===== src/rtl/bconv_engine.sv =====
// Binary (+1/-1) convolution engine: streams matrices from SRAM, convolves them with a
// KSIZE x KSIZE kernel and writes packed sign rows. Optional feature macro: BCONV_THRESH_EN.
module bconv_engine #(
  parameter int                KSIZE    = 3,
  parameter int                DATA_W   = 16,
  parameter int                ADDR_W   = 12,
  parameter logic [DATA_W-1:0] END_WORD = DATA_W'(16'h00FF)
) (
  input  logic              clk,
  input  logic              reset_b,
  input  logic              dut_run,
  output logic              dut_busy,
  output logic [ADDR_W-1:0] dut_sram_read_address,
  input  logic [DATA_W-1:0] sram_dut_read_data,
  output logic [ADDR_W-1:0] dut_wmem_read_address,
  input  logic [DATA_W-1:0] wmem_dut_read_data,
  output logic [ADDR_W-1:0] dut_sram_write_address,
  output logic [DATA_W-1:0] dut_sram_write_data,
  output logic              dut_sram_write_enable
);

  localparam int KK = KSIZE * KSIZE;
  localparam int NW = (KK + 15) / 16;
  localparam int CW = $clog2(DATA_W + 1);
  localparam int IW = $clog2(DATA_W);
  localparam int PW = $clog2(KK + 1);

  localparam logic [DATA_W-1:0] COLS_MAX = DATA_W'(DATA_W);
  localparam logic [DATA_W-1:0] K_WORD   = DATA_W'(KSIZE);
  localparam logic [DATA_W-1:0] K_LAST   = DATA_W'(KSIZE - 1);
  localparam logic [CW-1:0]     K_COLS   = CW'(KSIZE);
  localparam logic [ADDR_W-1:0] W_LAST   = ADDR_W'(NW);
`ifdef BCONV_THRESH_EN
  localparam logic [ADDR_W-1:0] W_FIRST  = '0;
`else
  localparam logic [ADDR_W-1:0] W_FIRST  = ADDR_W'(1);
  localparam logic [PW-1:0]     MAJORITY = PW'((KK + 1) / 2);
`endif

  typedef enum logic [2:0] {
    S_IDLE, S_WLOAD, S_DIMS, S_FILL, S_CONV, S_WRITE, S_SHIFT, S_DONE
  } state_t;

  state_t            state;
  logic              phase;     // 0: address presented, 1: read data valid
  logic              dim_step;  // 0: ncols word, 1: nrows word
  logic [KK-1:0]     kern;
  logic [DATA_W-1:0] rows [KSIZE];
  logic [CW-1:0]     ncols;
  logic [DATA_W-1:0] nrows;
  logic [DATA_W-1:0] rows_read;
  logic [DATA_W-1:0] out_row;
  logic [IW-1:0]     conv_cnt;
  logic [IW-1:0]     ow;
  logic [IW-1:0]     pc_col;
  logic [PW-1:0]     pc_q;
  logic              pc_vld;
  logic [PW-1:0]     win_mism;
  logic [DATA_W-1:0] shifted;
  logic              pix_bit;
  logic [DATA_W-1:0] rd_word;
  logic              unused_wmem;
`ifdef BCONV_THRESH_EN
  logic [7:0]        thresh;
`endif

  assign rd_word     = sram_dut_read_data;
  assign ow          = IW'(ncols - K_COLS + CW'(1));
  assign unused_wmem = ^wmem_dut_read_data;

  // NOTE: every variable gets a default before the loops, so no latch is inferred.
  always_comb begin
    win_mism = '0;
    shifted  = '0;
    for (int r = 0; r < KSIZE; r++) begin
      shifted = rows[r] >> conv_cnt;
      for (int c = 0; c < KSIZE; c++)
        win_mism = win_mism + PW'(shifted[c] ^ kern[r*KSIZE + c]);
    end
  end

`ifdef BCONV_THRESH_EN
  assign pix_bit = (8'(pc_q) < thresh);
`else
  assign pix_bit = (pc_q < MAJORITY);
`endif

  // NOTE: all state below is sequential and uses non-blocking assignments only.
  always_ff @(posedge clk or negedge reset_b) begin
    if (!reset_b) begin
      state                  <= S_IDLE;
      phase                  <= 1'b0;
      dim_step               <= 1'b0;
      dut_busy               <= 1'b0;
      dut_sram_read_address  <= '0;
      dut_wmem_read_address  <= '0;
      dut_sram_write_address <= '0;
      dut_sram_write_data    <= '0;
      dut_sram_write_enable  <= 1'b0;
      // NOTE: the row buffer and kernel are a few flops, so they are cleared like any register.
      for (int i = 0; i < KSIZE; i++) rows[i] <= '0;
      kern      <= '0;
      ncols     <= '0;
      nrows     <= '0;
      rows_read <= '0;
      out_row   <= '0;
      conv_cnt  <= '0;
      pc_col    <= '0;
      pc_q      <= '0;
      pc_vld    <= 1'b0;
`ifdef BCONV_THRESH_EN
      thresh    <= '0;
`endif
    end else begin
      // Second pipeline stage: compare the registered popcount, drop the bit into its column.
      pc_vld <= 1'b0;
      if (pc_vld) out_row[pc_col] <= pix_bit;

      case (state)
        S_IDLE: begin
          if (dut_run) begin
            state                  <= S_WLOAD;
            dut_busy               <= 1'b1;
            phase                  <= 1'b0;
            dim_step               <= 1'b0;
            dut_sram_read_address  <= '0;
            dut_sram_write_address <= '0;
            dut_wmem_read_address  <= W_FIRST;
          end
        end

        S_WLOAD: begin
          phase <= ~phase;
          if (phase) begin
`ifdef BCONV_THRESH_EN
            if (dut_wmem_read_address == '0) thresh <= wmem_dut_read_data[15:8];
`endif
            for (int b = 0; b < KK; b++)
              if (dut_wmem_read_address == ADDR_W'(b / 16 + 1))
                kern[b] <= wmem_dut_read_data[b % 16];
            if (dut_wmem_read_address == W_LAST) state <= S_DIMS;
            else dut_wmem_read_address <= dut_wmem_read_address + ADDR_W'(1);
          end
        end

        S_DIMS: begin
          phase <= ~phase;
          if (phase) begin
            dut_sram_read_address <= dut_sram_read_address + ADDR_W'(1);
            if (!dim_step) begin
              if (rd_word == END_WORD) begin
                state <= S_DONE;
              end else begin
                ncols    <= (rd_word > COLS_MAX) ? CW'(DATA_W) : rd_word[CW-1:0];
                dim_step <= 1'b1;
              end
            end else begin
              nrows    <= rd_word;
              dim_step <= 1'b0;
              if (ncols < K_COLS || rd_word < K_WORD) begin
                // Too small for one window: skip its row words and read the next header.
                dut_sram_read_address <= dut_sram_read_address + ADDR_W'(1) + ADDR_W'(rd_word);
              end else begin
                state     <= S_FILL;
                rows_read <= '0;
              end
            end
          end
        end

        S_FILL: begin
          phase <= ~phase;
          if (phase) begin
            dut_sram_read_address <= dut_sram_read_address + ADDR_W'(1);
            for (int i = 0; i < KSIZE - 1; i++) rows[i] <= rows[i+1];
            rows[KSIZE-1] <= rd_word;
            rows_read     <= rows_read + DATA_W'(1);
            if (rows_read == K_LAST) begin
              state    <= S_CONV;
              conv_cnt <= '0;
              out_row  <= '0;
            end
          end
        end

        S_CONV: begin
          // OW select cycles, then two drain cycles while the pipeline empties.
          if (conv_cnt < ow) begin
            pc_q   <= win_mism;
            pc_col <= conv_cnt;
            pc_vld <= 1'b1;
          end
          conv_cnt <= conv_cnt + IW'(1);
          if (conv_cnt == ow + IW'(1)) begin
            state                 <= S_WRITE;
            dut_sram_write_enable <= 1'b1;
            dut_sram_write_data   <= out_row;
          end
        end

        S_WRITE: begin
          dut_sram_write_enable  <= 1'b0;
          dut_sram_write_address <= dut_sram_write_address + ADDR_W'(1);
          phase                  <= 1'b0;
          state                  <= S_SHIFT;
        end

        S_SHIFT: begin
          if (rows_read == nrows) begin
            state    <= S_DIMS;
            phase    <= 1'b0;
            dim_step <= 1'b0;
          end else begin
            phase <= ~phase;
            if (phase) begin
              dut_sram_read_address <= dut_sram_read_address + ADDR_W'(1);
              for (int i = 0; i < KSIZE - 1; i++) rows[i] <= rows[i+1];
              rows[KSIZE-1] <= rd_word;
              rows_read     <= rows_read + DATA_W'(1);
              state         <= S_CONV;
              conv_cnt      <= '0;
              out_row       <= '0;
            end
          end
        end

        S_DONE: begin
          dut_busy <= 1'b0;
          state    <= S_IDLE;
        end

        default: state <= S_IDLE;
      endcase
    end
  end

endmodule


===== config.mk =====
export PLATFORM = sky130hd
export DESIGN_NAME = bconv_engine
export DESIGN_NICKNAME = d
export VERILOG_FILES = /design/src/rtl/bconv_engine.sv
export SDC_FILE = /design/constraint.sdc
export NUM_CORES = 1
export LEC_CHECK = 0
export CORE_UTILIZATION = 60
export CTS_CLUSTER_DIAMETER = 60
export DETAILED_ROUTE_END_ITERATION = 16
export HOLD_SLACK_MARGIN = 0.1
export PLACE_DENSITY = 0.84
export SLEW_MARGIN = 20
export SYNTH_ARGS = -nofsm -noshare
export SYNTH_HDL_FRONTEND = slang
export SYNTH_SLANG_ARGS = --single-unit

===== constraint.sdc =====
create_clock -name clk -period 14.5 [get_ports clk]
set_clock_uncertainty 0.1 [all_clocks]
set_input_delay 1.45 -clock clk [delete_from_list [all_inputs] [get_ports clk]]
set_output_delay 1.45 -clock clk [all_outputs]
set_load 0.01 [all_outputs]

==> results of run 1 <==
## through the flow
| stage | instance area [um2] | hold WS [ps] | cells |
|---|---|---|---|
| after floorplan | 10500 | 341 | 1075 |
| after global placement | 11400 | 364 | 1331 |
| after detailed placement | 11400 | 369 | 1331 |
| after CTS | 12000 | 387 | 1363 |
| after global routing | 12000 | 400 | 1363 |
| final | 12000 | 384 | 1363 |
## power groups by stage
stage                     clock (uW)  sequential [uW]  combinational [uW]
final                            502              583                 177
after global routing             527              587                 198
after CTS                        505              583                 180
after detailed placement           0              592                 176
after global placement             0              589                 170
after floorplan                    0              593                87.6
## Yosys cell counts (all sizes together) (21+ instances only)
library cell / n
inv: 27
ha: 28
nand3: 21
nor2: 57
dfrtp: 182
xnor2: 46
o21ai: 100
mux4: 33
nand2: 245
clkbuf: 33
mux2: 41
a21oi: 35
## layer usage
layer  track usage, %  up-vias
met1             38.5     4168
met4             10.7        0
li1                 -     3929
met3             4.91       56
met2             47.8      308
met5                0        -
## registers in the layout (all words and copies together) (netlist names), 5 cells and up
signal and flops:
out_row 16, kern 9, ncols 5, dut_sram_read_address 12
nrows 16, rows 48, dut_wmem_read_address 12, dut_sram_write_data 16
rows_read 16, dut_sram_write_address 12
## cell families after synthesis
kind of cell | count (synthesis) | synth area share, %
XOR/XNOR | 63 | 5.27
multiplexers | 88 | 12.9
AND/OR/NAND/NOR | 423 | 18.4
adder cells (fa/ha/maj) | 34 | 4.50
buffers and inverters | 79 | 3.35
AO/OA/AOI/OAI | 206 | 12.1
flip-flops | 182 | 43.5
## final timing paths
path / cells past startpoint / slack (ps) / to
max: 12 / 9450 / pc_q[1]
min: 1 / 380 / dut_sram_write_data[13]
max reg2reg: 12 / 9450 / pc_q[1]
min reg2reg: 1 / 380 / dut_sram_write_data[13]
max in group asynchronous: 2 / 11970 / conv_cnt[0]
min in group asynchronous: 1 / 1010 / kern[3]
## area by class of cell
cell class	count	area (um2)	share of cell area (%)
clock inverter	14	195	1.63
tap	220	275	2.29
inverter	28	105	0.875
clock buffer	18	439	3.66
multi-input combinational	814	5580	46.4
sequential	182	4560	37.9
timing repair buffer	87	861	7.17
==> reports/qor.txt, run 1 <==
LOGIC SYNTHESIS
--------------------------------------------------------------------------------
Synth top area share                                                       43.5%
Portion of the post-synthesis area used by sequential elements             43.5%
Synth Flop Type                                                     sky130_fd_sc_hd__dfrtp_1
Post-synthesis instance area                                          0.0105 mm2
Synth warnings                                                                 0
Post-synthesis cell type with the largest combined area             sky130_fd_sc_hd__dfrtp_1
Gate count after technology mapping                                         1075
Async set or reset register ratio after synthesis                           100%
Syn_nets                                                                    1144
Number of synthesized register bits                                          182
Dominant cells by area after synthesis                              sky130_fd_sc_hd__dfrtp_1 44%, sky130_fd_sc_hd__nand2_1 8.7%, sky130_fd_sc_hd__mux4_2 7.1%
Mean area per synthesized cell                                          9.73 um2
EDFF count, synth                                                              0
Cell variety after synth                                                      82

PWR
--------------------------------------------------------------------------------
Maximum vdd ir drop                                                      94.4 uV
Total leakage power                                                   0.00511 uW
Total power density per cell area                                     105 mW/mm2
Internal Dissipation                                                      941 uW
Reported net switching power                                              321 uW
Share of power burned in the clock network                                 39.8%
Combinational Power Share                                                  14.0%
Sw Ratio                                                                   25.4%
Power after layout                                                       1260 uW
Flop pwr share                                                             46.2%

OUTCOME
--------------------------------------------------------------------------------
Result of the run                                                   finished, final reports clean

DRT
--------------------------------------------------------------------------------
Total via count in the routed design                                        8461
Drt pass-1 iters                                                               5
Drt via density                                                             6.21
DRC Markers                                                                    0
Metal1 wirelength                                                       10000 um
Met3 layer wire length in the routed design                              1460 um
Highest metal layer with signal wires                                       met4
Sum of met2 wire segment lengths after detailed routing                 12300 um
Initial detailed-routing violation count                                     658
Routed wire length                                                      24300 um
DR WL/cell                                                               17.9 um
Antenna Nets Post-Route                                                        0

MIN PATH
--------------------------------------------------------------------------------
Hold_sp                                                              out_row[13]
Path category of the worst min-delay check                            reg -> reg

FINAL LAYOUT
--------------------------------------------------------------------------------
Number of nets in the final layout                                          1199
Ratio of cells with drive above 1 in the final layout                      10.9%
Most used cells in the layout excluding fill and tap cells          243 x sky130_fd_sc_hd__nand2_1, 181 x sky130_fd_sc_hd__dfrtp_1, 80 x sky130_fd_sc_hd__clkdlybuf4s50_1
Most common cell after layout, fill and taps aside                  sky130_fd_sc_hd__nand2_1
Post-layout util                                                           71.4%
Layout Area Growth over Synthesis                                          14.8%
Fillcell total                                                              1225
Count of antenna diodes in the layout                                          0

GLOBAL ROUTING
--------------------------------------------------------------------------------
Global-route wire length before repair                                  40900 um
GRT Residual Overflow                                                          0
Maximum number of pins on one net before global-route repair                 102
Via count of the first global-routing pass                                  8196
Tot GR Track Use                                                           28.9%
Number of antenna violations at the first check in global routing              0

FLOW RUN
--------------------------------------------------------------------------------
Count of max-cap constraint violations                                         0

CLOCKING
--------------------------------------------------------------------------------
Clk slew on worst S/H paths                                                70 ps
Cell chosen for the clock root                                      sky130_fd_sc_hd__clkbuf_16
Worst-skew pair later-pin latency                                         440 ps
Maximum root-to-sink buffer count                                              2
CTS H-tree depth                                                               4
Total clock sinks                                                            182
Clock tree from TritonCTS                                                   done
Hold Buf Count CTS                                                             0
Resize count post-CTS                                                          0
Setup fix buffers added after clock tree synthesis                             0
Number of buffers created by CTS                                              17

TIMING
--------------------------------------------------------------------------------
Slew at the pin closest to its max-slew limit                             988 ps
Peak Freq                                                                198 MHz
Fraction of the cycle the final worst path needs                           34.8%
Unrepaired setup endpoints after global routing                               no
Worst-case setup margin in the final layout                              9450 ps
Number of failing setup endpoints in the final timing report                   0
Remaining max-slew budget at the tightest pin                              33.9%
Max Transition Viols Final                                                     0
Hold Fails Final Rpt                                                           0
TNS Setup                                                                   0 ps
Fin crit period                                                          5050 ps

FLOORPLANNING
--------------------------------------------------------------------------------
Rows                                                                          47
Core Box Area                                                         0.0168 mm2
Die width                                                                 134 um
Effective utilization at floorplan                                         62.2%
Die area                                                              0.0180 mm2
Boundary Pins                                                                 89
Chip Height                                                               134 um

WORST SETUP PATH
--------------------------------------------------------------------------------
Maximum cell stage delay along the critical path                          580 ps
Most used cell, CP                                                  sky130_fd_sc_hd__fa_1
Crit path from                                                       conv_cnt[0]
Setup CP Type                                                         reg -> reg
Reg2reg start                                                        conv_cnt[0]
Top Family by Delay on Critical Path                                 adder cells
Data arrival time of the critical path                                   5300 ps
Worst path buffer plus inverter count                                          3
CP max FO                                                                     43
Cell-by-cell listing of the critical path                           buf_4 > mux4_2 > mux4_2 > xnor2_1 > fa_1 > fa_1 > fa_1 > inv_1 > fa_1 > inv_1 > fa_1 > o21ai_0
Worst Path Required                                                     14750 ps
Critical-path top delay cell                                        sky130_fd_sc_hd__mux4_2
Nature of the critical path startpoint                                  register
Capturing element type of the critical path                             register

PLACE
--------------------------------------------------------------------------------
Final weighted congestion in routability-driven placement                  0.888
HPWL after detailed placement                                           15800 um
Total of buffers placed on input and output ports                             81
Post-placement setup slack                                               9420 ps

(Power assumes the default switching activity.)
==> run 2, diff against run 1 <==
--- a/config.mk
+++ b/config.mk
@@ -5,11 +5,11 @@
 export SDC_FILE = /design/constraint.sdc
 export NUM_CORES = 1
 export LEC_CHECK = 0
-export CORE_UTILIZATION = 60
+export CORE_UTILIZATION = 59
 export CTS_CLUSTER_DIAMETER = 60
 export DETAILED_ROUTE_END_ITERATION = 16
 export HOLD_SLACK_MARGIN = 0.1
-export PLACE_DENSITY = 0.84
+export PLACE_DENSITY = 0.83
 export SLEW_MARGIN = 20
 export SYNTH_ARGS = -nofsm -noshare
 export SYNTH_HDL_FRONTEND = slang
==> constraint.sdc (replaced) <==
create_clock -name clk -period 5.1 [get_ports clk]
set_clock_uncertainty 0.1 [all_clocks]
set_input_delay 0.51 -clock clk [delete_from_list [all_inputs] [get_ports clk]]
set_output_delay 0.51 -clock clk [all_outputs]
set_load 0.01 [all_outputs]
==> run 2 against run 1 <==
- largest cell class unchanged
- via count about the same
- global-route usage down 0.45 points
- largest power group unchanged
- non-clock buffer count up 5
- wire length is 1.7% higher
- flip-flop and latch count stayed put
- worst hold slack better by 4.4 ps
- final cell count is 0.73% higher
- clock power grew to 2.7 times the previous value
- sequential power rose to 2.8 times the previous value
- clock-buffer cell count shrank 1
- core utilization down 1.7 points
- register-to-register slack got worse by 9100 ps
==> reports/qor.txt, run 2 (same netlist as run 1, synthesis figures left out) <==
TIMING
--------------------------------------------------------------------------------
Slew at the pin closest to its max-slew limit                            1040 ps   +48.6 ps
Fraction of the cycle the final worst path needs                           93.2%   +58 points
Hold Fails Final Rpt                                                           0   unchanged
Unrepaired setup endpoints after global routing                               no
Max Transition Viols Final                                                     0   unchanged
Number of failing setup endpoints in the final timing report                   0   unchanged
Peak Freq                                                                210 MHz   +6.3%
Fin crit period                                                          4750 ps   -298 ps
Remaining max-slew budget at the tightest pin                              30.6%   -3.3 points
TNS Setup                                                                   0 ps   unchanged

PLACE
--------------------------------------------------------------------------------
HPWL after detailed placement                                           16300 um   +3.7%
Final weighted congestion in routability-driven placement                  0.886   -0.16%
Total of buffers placed on input and output ports                             81   unchanged

FLOORPLANNING
--------------------------------------------------------------------------------
Die area                                                              0.0183 mm2   +1.7%
Chip Height                                                               135 um   +0.83%
Rows                                                                          48   +2.1%
Die width                                                                 135 um   +0.83%
Boundary Pins                                                                 89   unchanged
Effective utilization at floorplan                                         60.5%   -1.7 points
Core Box Area                                                         0.0173 mm2   +2.8%

WORST SETUP PATH
--------------------------------------------------------------------------------
Setup CP Type                                                         reg -> reg
Crit path from                                                       conv_cnt[0]
CP max FO                                                                     13   -70%
Data arrival time of the critical path                                   4990 ps   -310 ps
Nature of the critical path startpoint                                  register
Capturing element type of the critical path                             register
Reg2reg start                                                        conv_cnt[0]
Worst Path Required                                                      5340 ps   -9410 ps

PWR
--------------------------------------------------------------------------------
Sw Ratio                                                                   27.0%   +1.6 points
Combinational Power Share                                                  14.4%   +0.4 points
Flop pwr share                                                             46.8%   +0.6 points
Maximum vdd ir drop                                                       247 uV   +160%
Total leakage power                                                   0.00512 uW   +0.31%
Reported net switching power                                              956 uW   +200%
Total power density per cell area                                     293 mW/mm2   +180%
Internal Dissipation                                                     2580 uW   +170%
Share of power burned in the clock network                                 38.8%   -1.0 points

FINAL LAYOUT
--------------------------------------------------------------------------------
Largest Register                                                            rows
Number of nets in the final layout                                          1204   +0.42%
Most common cell after layout, fill and taps aside                  sky130_fd_sc_hd__nand2_1
Most used cells in the layout excluding fill and tap cells          243 x sky130_fd_sc_hd__nand2_1, 181 x sky130_fd_sc_hd__dfrtp_1, 80 x sky130_fd_sc_hd__clkdlybuf4s50_1
Number of flip-flops under the largest register name                          48   unchanged
Ratio of cells with drive above 1 in the final layout                      11.2%   +0.30 points
Layout Area Growth over Synthesis                                          15.2%
Count of antenna diodes in the layout                                          0   unchanged
Post-layout util                                                           69.7%   -1.7 points

CLOCKING
--------------------------------------------------------------------------------
Worst-skew pair later-pin latency                                         440 ps   about the same
CTS H-tree depth                                                               4   unchanged
Cell chosen for the clock root                                      sky130_fd_sc_hd__clkbuf_16
Clock tree from TritonCTS                                                   done
Maximum root-to-sink buffer count                                              2   unchanged
Number of buffers created by CTS                                              17   unchanged
Total clock sinks                                                            182   unchanged
Clk slew on worst S/H paths                                                70 ps   about the same

DRT
--------------------------------------------------------------------------------
Routed wire length                                                      24800 um   +1.7%
Drt via density                                                             6.17   -0.65%
DR WL/cell                                                               18.0 um   +0.97%
Total via count in the routed design                                        8468   +0.083%
Initial detailed-routing violation count                                     595   -9.6%
Antenna Nets Post-Route                                                        0   unchanged
Drt pass-1 iters                                                               6   +1
DRC Markers                                                                    0   unchanged

MIN PATH
--------------------------------------------------------------------------------
Path category of the worst min-delay check                            reg -> reg
Hold_sp                                                                 rows[32]

GLOBAL ROUTING
--------------------------------------------------------------------------------
Maximum number of pins on one net before global-route repair                 114   +12%
Tot GR Track Use                                                           28.5%   -0.45 points
Global-route wire length before repair                                  40900 um   about the same
GRT Residual Overflow                                                          0   unchanged
Number of antenna violations at the first check in global routing              0   unchanged
Via count of the first global-routing pass                                  8324   +1.6%

FLOW RUN
--------------------------------------------------------------------------------
Count of max-cap constraint violations                                         0   unchanged

OUTCOME
--------------------------------------------------------------------------------
Result of the run                                                   finished, final reports clean

[run 2: per-layer routing]
metal | GRT usage (%) | vias to the layer above | wire [um]
met1 | 37.3 | 4138 | 10300
met4 | 8.99 | 0 | 461
met5 | 0 | - | 0
met2 | 47.9 | 355 | 12500
met3 | 5.16 | 50 | 1480
li1 | - | 3925 | -
[run 2: cell type report]
| type | count | area, um2 |
|---|---|---|
| timing repair buffer | 92 | 926 |
| clock buffer | 17 | 425 |
| tap | 225 | 282 |
| fill | 1279 | 5240 |
| inverter | 28 | 105 |
| clock inverter | 15 | 184 |
| sequential | 182 | 4560 |
| multi-input combinational | 814 | 5580 |
[run 2: final timing paths]
kind,endpoint,slack [ps],cells past startpoint
worst max-delay path,pc_q[1],350,11
worst min-delay path,rows[32],390,2
worst max register to register,pc_q[1],350,11
worst min register to register,rows[32],390,2
max in group asynchronous,dut_sram_read_address[2],3360,3
min in group asynchronous,kern[3],540,2
[run 2: per-stage QoR]
stage	hold slack (ps)	cells	area (um2)	worst slack (ps)	power [uW]
after floorplan	114	1075	10500	214	1940
after global placement	362	1339	11400	286	2160
after detailed placement	368	1339	11400	195	2190
after CTS	385	1372	12000	109	3560
after global routing	415	1373	12100	80.3	3680
final	388	1373	12100	349	3540
[run 2: power groups by stage]
stage	registers [uW]	clock network (uW)	logic (uW)
after global placement	1670	0	483
final	1660	1370	508
after CTS	1660	1390	516
after global routing	1670	1450	567
after floorplan	1690	0	249
after detailed placement	1680	0	504
[run 2: what timing repair did]
item                                   4_1_cts  5_1_grt
endpoints found under the hold margin       69        0
hold buffers                                 1        0
setup buffers                                0        1
resized for setup                            0        1
setup endpoints to repair                    0        1
[run 2: worst max-delay path: stages, from the launching register on]
cell and delay [ps]:
sky130_fd_sc_hd__dfrtp_4 580, sky130_fd_sc_hd__mux4_2 540, sky130_fd_sc_hd__mux4_2 480, sky130_fd_sc_hd__xnor2_1 220, sky130_fd_sc_hd__fa_1 480, sky130_fd_sc_hd__fa_1 520
sky130_fd_sc_hd__fa_1 540, sky130_fd_sc_hd__inv_1 60, sky130_fd_sc_hd__fa_1 450, sky130_fd_sc_hd__inv_1 100, sky130_fd_sc_hd__fa_1 410, sky130_fd_sc_hd__o21ai_0 190
==> run 3, diff against run 2 <==
==> constraint.sdc (replaced) <==
create_clock -name clk -period 4.6 [get_ports clk]
set_clock_uncertainty 0.1 [all_clocks]
set_input_delay 0.46 -clock clk [delete_from_list [all_inputs] [get_ports clk]]
set_output_delay 0.46 -clock clk [all_outputs]
set_load 0.01 [all_outputs]
==> run 3 against run 2 <==
- fmax rose by 3.6%
- worst setup slack worse by 340 ps
- sequential share of layout area is 0.35 points lower
- register-to-register slack got worse by 340 ps
- combinational power rose by 14%
- cell area grew 0.89%
- flip-flop and latch count stayed put
- non-clock buffer count is 14 higher
- worst hold slack worse by 2.3 ps
==> reports/qor.txt, run 3 (same netlist as run 1, synthesis figures left out) <==
PLACE
--------------------------------------------------------------------------------
HPWL after detailed placement                                           16600 um   +1.8%
Total of buffers placed on input and output ports                             81   unchanged
Final weighted congestion in routability-driven placement                  0.896   +1.2%
Cell Area, Placed                                                     0.0115 mm2   +0.83%

GLOBAL ROUTING
--------------------------------------------------------------------------------
Via count of the first global-routing pass                                  8398   +0.89%
Maximum number of pins on one net before global-route repair                 114   unchanged
Number of antenna violations at the first check in global routing              0   unchanged
Global-route wire length before repair                                  40800 um   -0.44%
Tot GR Track Use                                                           28.4%   -0.038 points
GRT Residual Overflow                                                          0   unchanged

WORST SETUP PATH
--------------------------------------------------------------------------------
Worst path buffer plus inverter count                                          3   +1
Most used cell, CP                                                  sky130_fd_sc_hd__fa_1
Critical-path top delay cell                                        sky130_fd_sc_hd__fa_1
Maximum cell stage delay along the critical path                          540 ps   -40 ps
Worst Path Required                                                      4860 ps   -480 ps
Cell-by-cell listing of the critical path                           buf_12 > mux4_2 > mux4_2 > xnor2_2 > fa_1 > fa_1 > fa_1 > inv_2 > fa_2 > inv_2 > fa_2 > o21ai_2
Nature of the critical path startpoint                                  register
Data arrival time of the critical path                                   4840 ps   -150 ps
Setup CP Type                                                         reg -> reg
Top Family by Delay on Critical Path                                 adder cells
Capturing element type of the critical path                             register
CP max FO                                                                      8   -5

PWR
--------------------------------------------------------------------------------
Total leakage power                                                   0.00518 uW   +1.2%
Reported net switching power                                             1050 uW   +9.5%
Share of power burned in the clock network                                 36.8%   -2.0 points
Total power density per cell area                                     314 mW/mm2   +7.1%
Flop pwr share                                                             48.0%   +1.2 points
Maximum vdd ir drop                                                       279 uV   +13%
Combinational Power Share                                                  15.1%   +0.7 points
Internal Dissipation                                                     2780 uW   +7.5%
Sw Ratio                                                                   27.4%   +0.36 points

CLOCKING
--------------------------------------------------------------------------------
Number of buffers created by CTS                                              17   unchanged
Worst-skew pair later-pin latency                                         440 ps   about the same
Maximum root-to-sink buffer count                                              2   unchanged
Clk slew on worst S/H paths                                                70 ps   about the same
Clock tree from TritonCTS                                                   done
CTS H-tree depth                                                               4   unchanged
Total clock sinks                                                            182   unchanged
Cell chosen for the clock root                                      sky130_fd_sc_hd__clkbuf_16

TIMING
--------------------------------------------------------------------------------
Hold Fails Final Rpt                                                           0   unchanged
Fraction of the cycle the final worst path needs                           99.7%   +6.5 points
Unrepaired setup endpoints after global routing                              yes
Fin crit period                                                          4590 ps   -165 ps
Peak Freq                                                                218 MHz   +3.6%
Max Transition Viols Final                                                     0   unchanged
Number of failing setup endpoints in the final timing report                   0   unchanged
TNS Setup                                                                   0 ps   unchanged
Remaining max-slew budget at the tightest pin                              32.1%   +1.5 points
Slew at the pin closest to its max-slew limit                            1010 ps   -22.9 ps

DRT
--------------------------------------------------------------------------------
Routed wire length                                                      24500 um   -1.1%
Drt pass-1 iters                                                               6   unchanged
Initial detailed-routing violation count                                     746   +25%
Drt via density                                                             6.15   -0.30%
DRC Markers                                                                    0   unchanged
Total via count in the routed design                                        8529   +0.72%
Antenna Nets Post-Route                                                        0   unchanged
DR WL/cell                                                               17.7 um   -2.1%

FINAL LAYOUT
--------------------------------------------------------------------------------
Layout Area Growth over Synthesis                                          16.3%
Fillcell total                                                              1250   -2.3%
Largest Register                                                            rows
Ratio of cells with drive above 1 in the final layout                      13.0%   +1.8 points
Non-Filler Cell Area, Final                                           0.0122 mm2   +0.89%
Most common cell after layout, fill and taps aside                  sky130_fd_sc_hd__nand2_1
Count of antenna diodes in the layout                                          0   unchanged
Most used cells in the layout excluding fill and tap cells          243 x sky130_fd_sc_hd__nand2_1, 181 x sky130_fd_sc_hd__dfrtp_1, 80 x sky130_fd_sc_hd__clkdlybuf4s50_1
Number of nets in the final layout                                          1218   +1.2%
Number of flip-flops under the largest register name                          48   unchanged

FLOORPLANNING
--------------------------------------------------------------------------------
Rows                                                                          48   unchanged
Die width                                                                 135 um   unchanged
Chip Height                                                               135 um   unchanged
Boundary Pins                                                                 89   unchanged
Effective utilization at floorplan                                         60.5%   unchanged
Die area                                                              0.0183 mm2   unchanged
Core Box Area                                                         0.0173 mm2   unchanged

FLOW RUN
--------------------------------------------------------------------------------
Count of max-cap constraint violations                                         0   unchanged

MIN PATH
--------------------------------------------------------------------------------
Path category of the worst min-delay check                            reg -> reg

OUTCOME
--------------------------------------------------------------------------------
Result of the run                                                   finished, final reports clean

==> run 3: changes by cell type in the layout (fill, tap and decap cells not counted), moves of 3 or more <==
cell / previous run / this run
sky130_fd_sc_hd__buf_4: 7 / 20
sky130_fd_sc_hd__inv_6: 9 / 5
sky130_fd_sc_hd__clkinvlp_4: 1 / 4
sky130_fd_sc_hd__o21ai_0: 60 / 57
sky130_fd_sc_hd__xnor2_1: 46 / 43
sky130_fd_sc_hd__xnor2_2: 0 / 3
==> run 3: final cells by class <==
| type | instances | area [um2] | area share (%) |
|---|---|---|---|
| clock buffers | 19 | 443 | 3.64 |
| clock inverters | 13 | 114 | 0.936 |
| inverters | 28 | 105 | 0.864 |
| multi-input cells | 814 | 5610 | 46.1 |
| flip-flops and latches | 182 | 4560 | 37.4 |
| well taps | 225 | 282 | 2.31 |
| repair buffers | 106 | 1060 | 8.71 |
==> run 3: worst paths after layout <==
path / startpoint / to / slack (ps) / cells after the start
hold / removal: dut_sram_write_enable / dut_sram_write_enable / 390 / 2
setup / recovery: conv_cnt[0] / pc_q[1] / 10 / 12
hold reg to reg: dut_sram_write_enable / dut_sram_write_enable / 390 / 2
min in group asynchronous: reset_b / kern[4] / 480 / 2
setup reg to reg: conv_cnt[0] / pc_q[1] / 10 / 12
max in group asynchronous: reset_b / rows[1] / 2910 / 3
==> run 3: through the flow <==
step / total power (uW) / hold slack, ps / setup slack [ps] / utilization [%] / std cells
after detailed placement: 2420 / 367 / -67.4 / 66.6 / 1349
after floorplan: 2150 / 64.4 / 0.998 / - / 1075
after global placement: 2390 / 365 / 43.4 / 66.6 / 1349
after CTS: 3830 / 389 / 17.4 / 70.2 / 1386
after global routing: 3980 / 413 / -121 / 70.3 / 1387
final: 3820 / 386 / 13.8 / 70.3 / 1387
==> run 3: timing repair <==
| action | in CTS | in global routing |
|---|---|---|
| cloned | 1 | 0 |
| gates resized for setup | 5 | 7 |
| setup buffers | 3 | 1 |
| pin swaps | 4 | 8 |
| setup endpoints to repair | 1 | 2 |
| endpoints found under the hold margin | 69 | 0 |
| hold buffers | 1 | 0 |
==> run 3: power by group through the flow <==
stage	clock, uW	sequential (uW)	combinational, uW
finish	1410	1840	578
global route	1480	1850	645
CTS	1430	1840	564
detailed placement	0	1860	558
global placement	0	1860	536
floorplan	0	1870	277
==> run 3: per-layer routing <==
| layer | vias to the layer above | part of all wire [%] | global-route usage (%) |
|---|---|---|---|
| met5 | - | 0 | 0 |
| met4 | 0 | 2.4 | 11.0 |
| met3 | 52 | 4.9 | 4.94 |
| met2 | 298 | 50 | 47.8 |
| met1 | 4211 | 42 | 36.7 |
| li1 | 3968 | - | - |
==> run 3: worst register-to-register path, cell delays in order (launching register included) <==
cell and delay [ps]:
sky130_fd_sc_hd__dfrtp_2 440, sky130_fd_sc_hd__buf_12 160, sky130_fd_sc_hd__mux4_2 490, sky130_fd_sc_hd__mux4_2 530, sky130_fd_sc_hd__xnor2_2 230, sky130_fd_sc_hd__fa_1 480
sky130_fd_sc_hd__fa_1 540, sky130_fd_sc_hd__fa_1 540, sky130_fd_sc_hd__inv_2 40, sky130_fd_sc_hd__fa_2 340, sky130_fd_sc_hd__inv_2 70, sky130_fd_sc_hd__fa_2 420
sky130_fd_sc_hd__o21ai_2 120
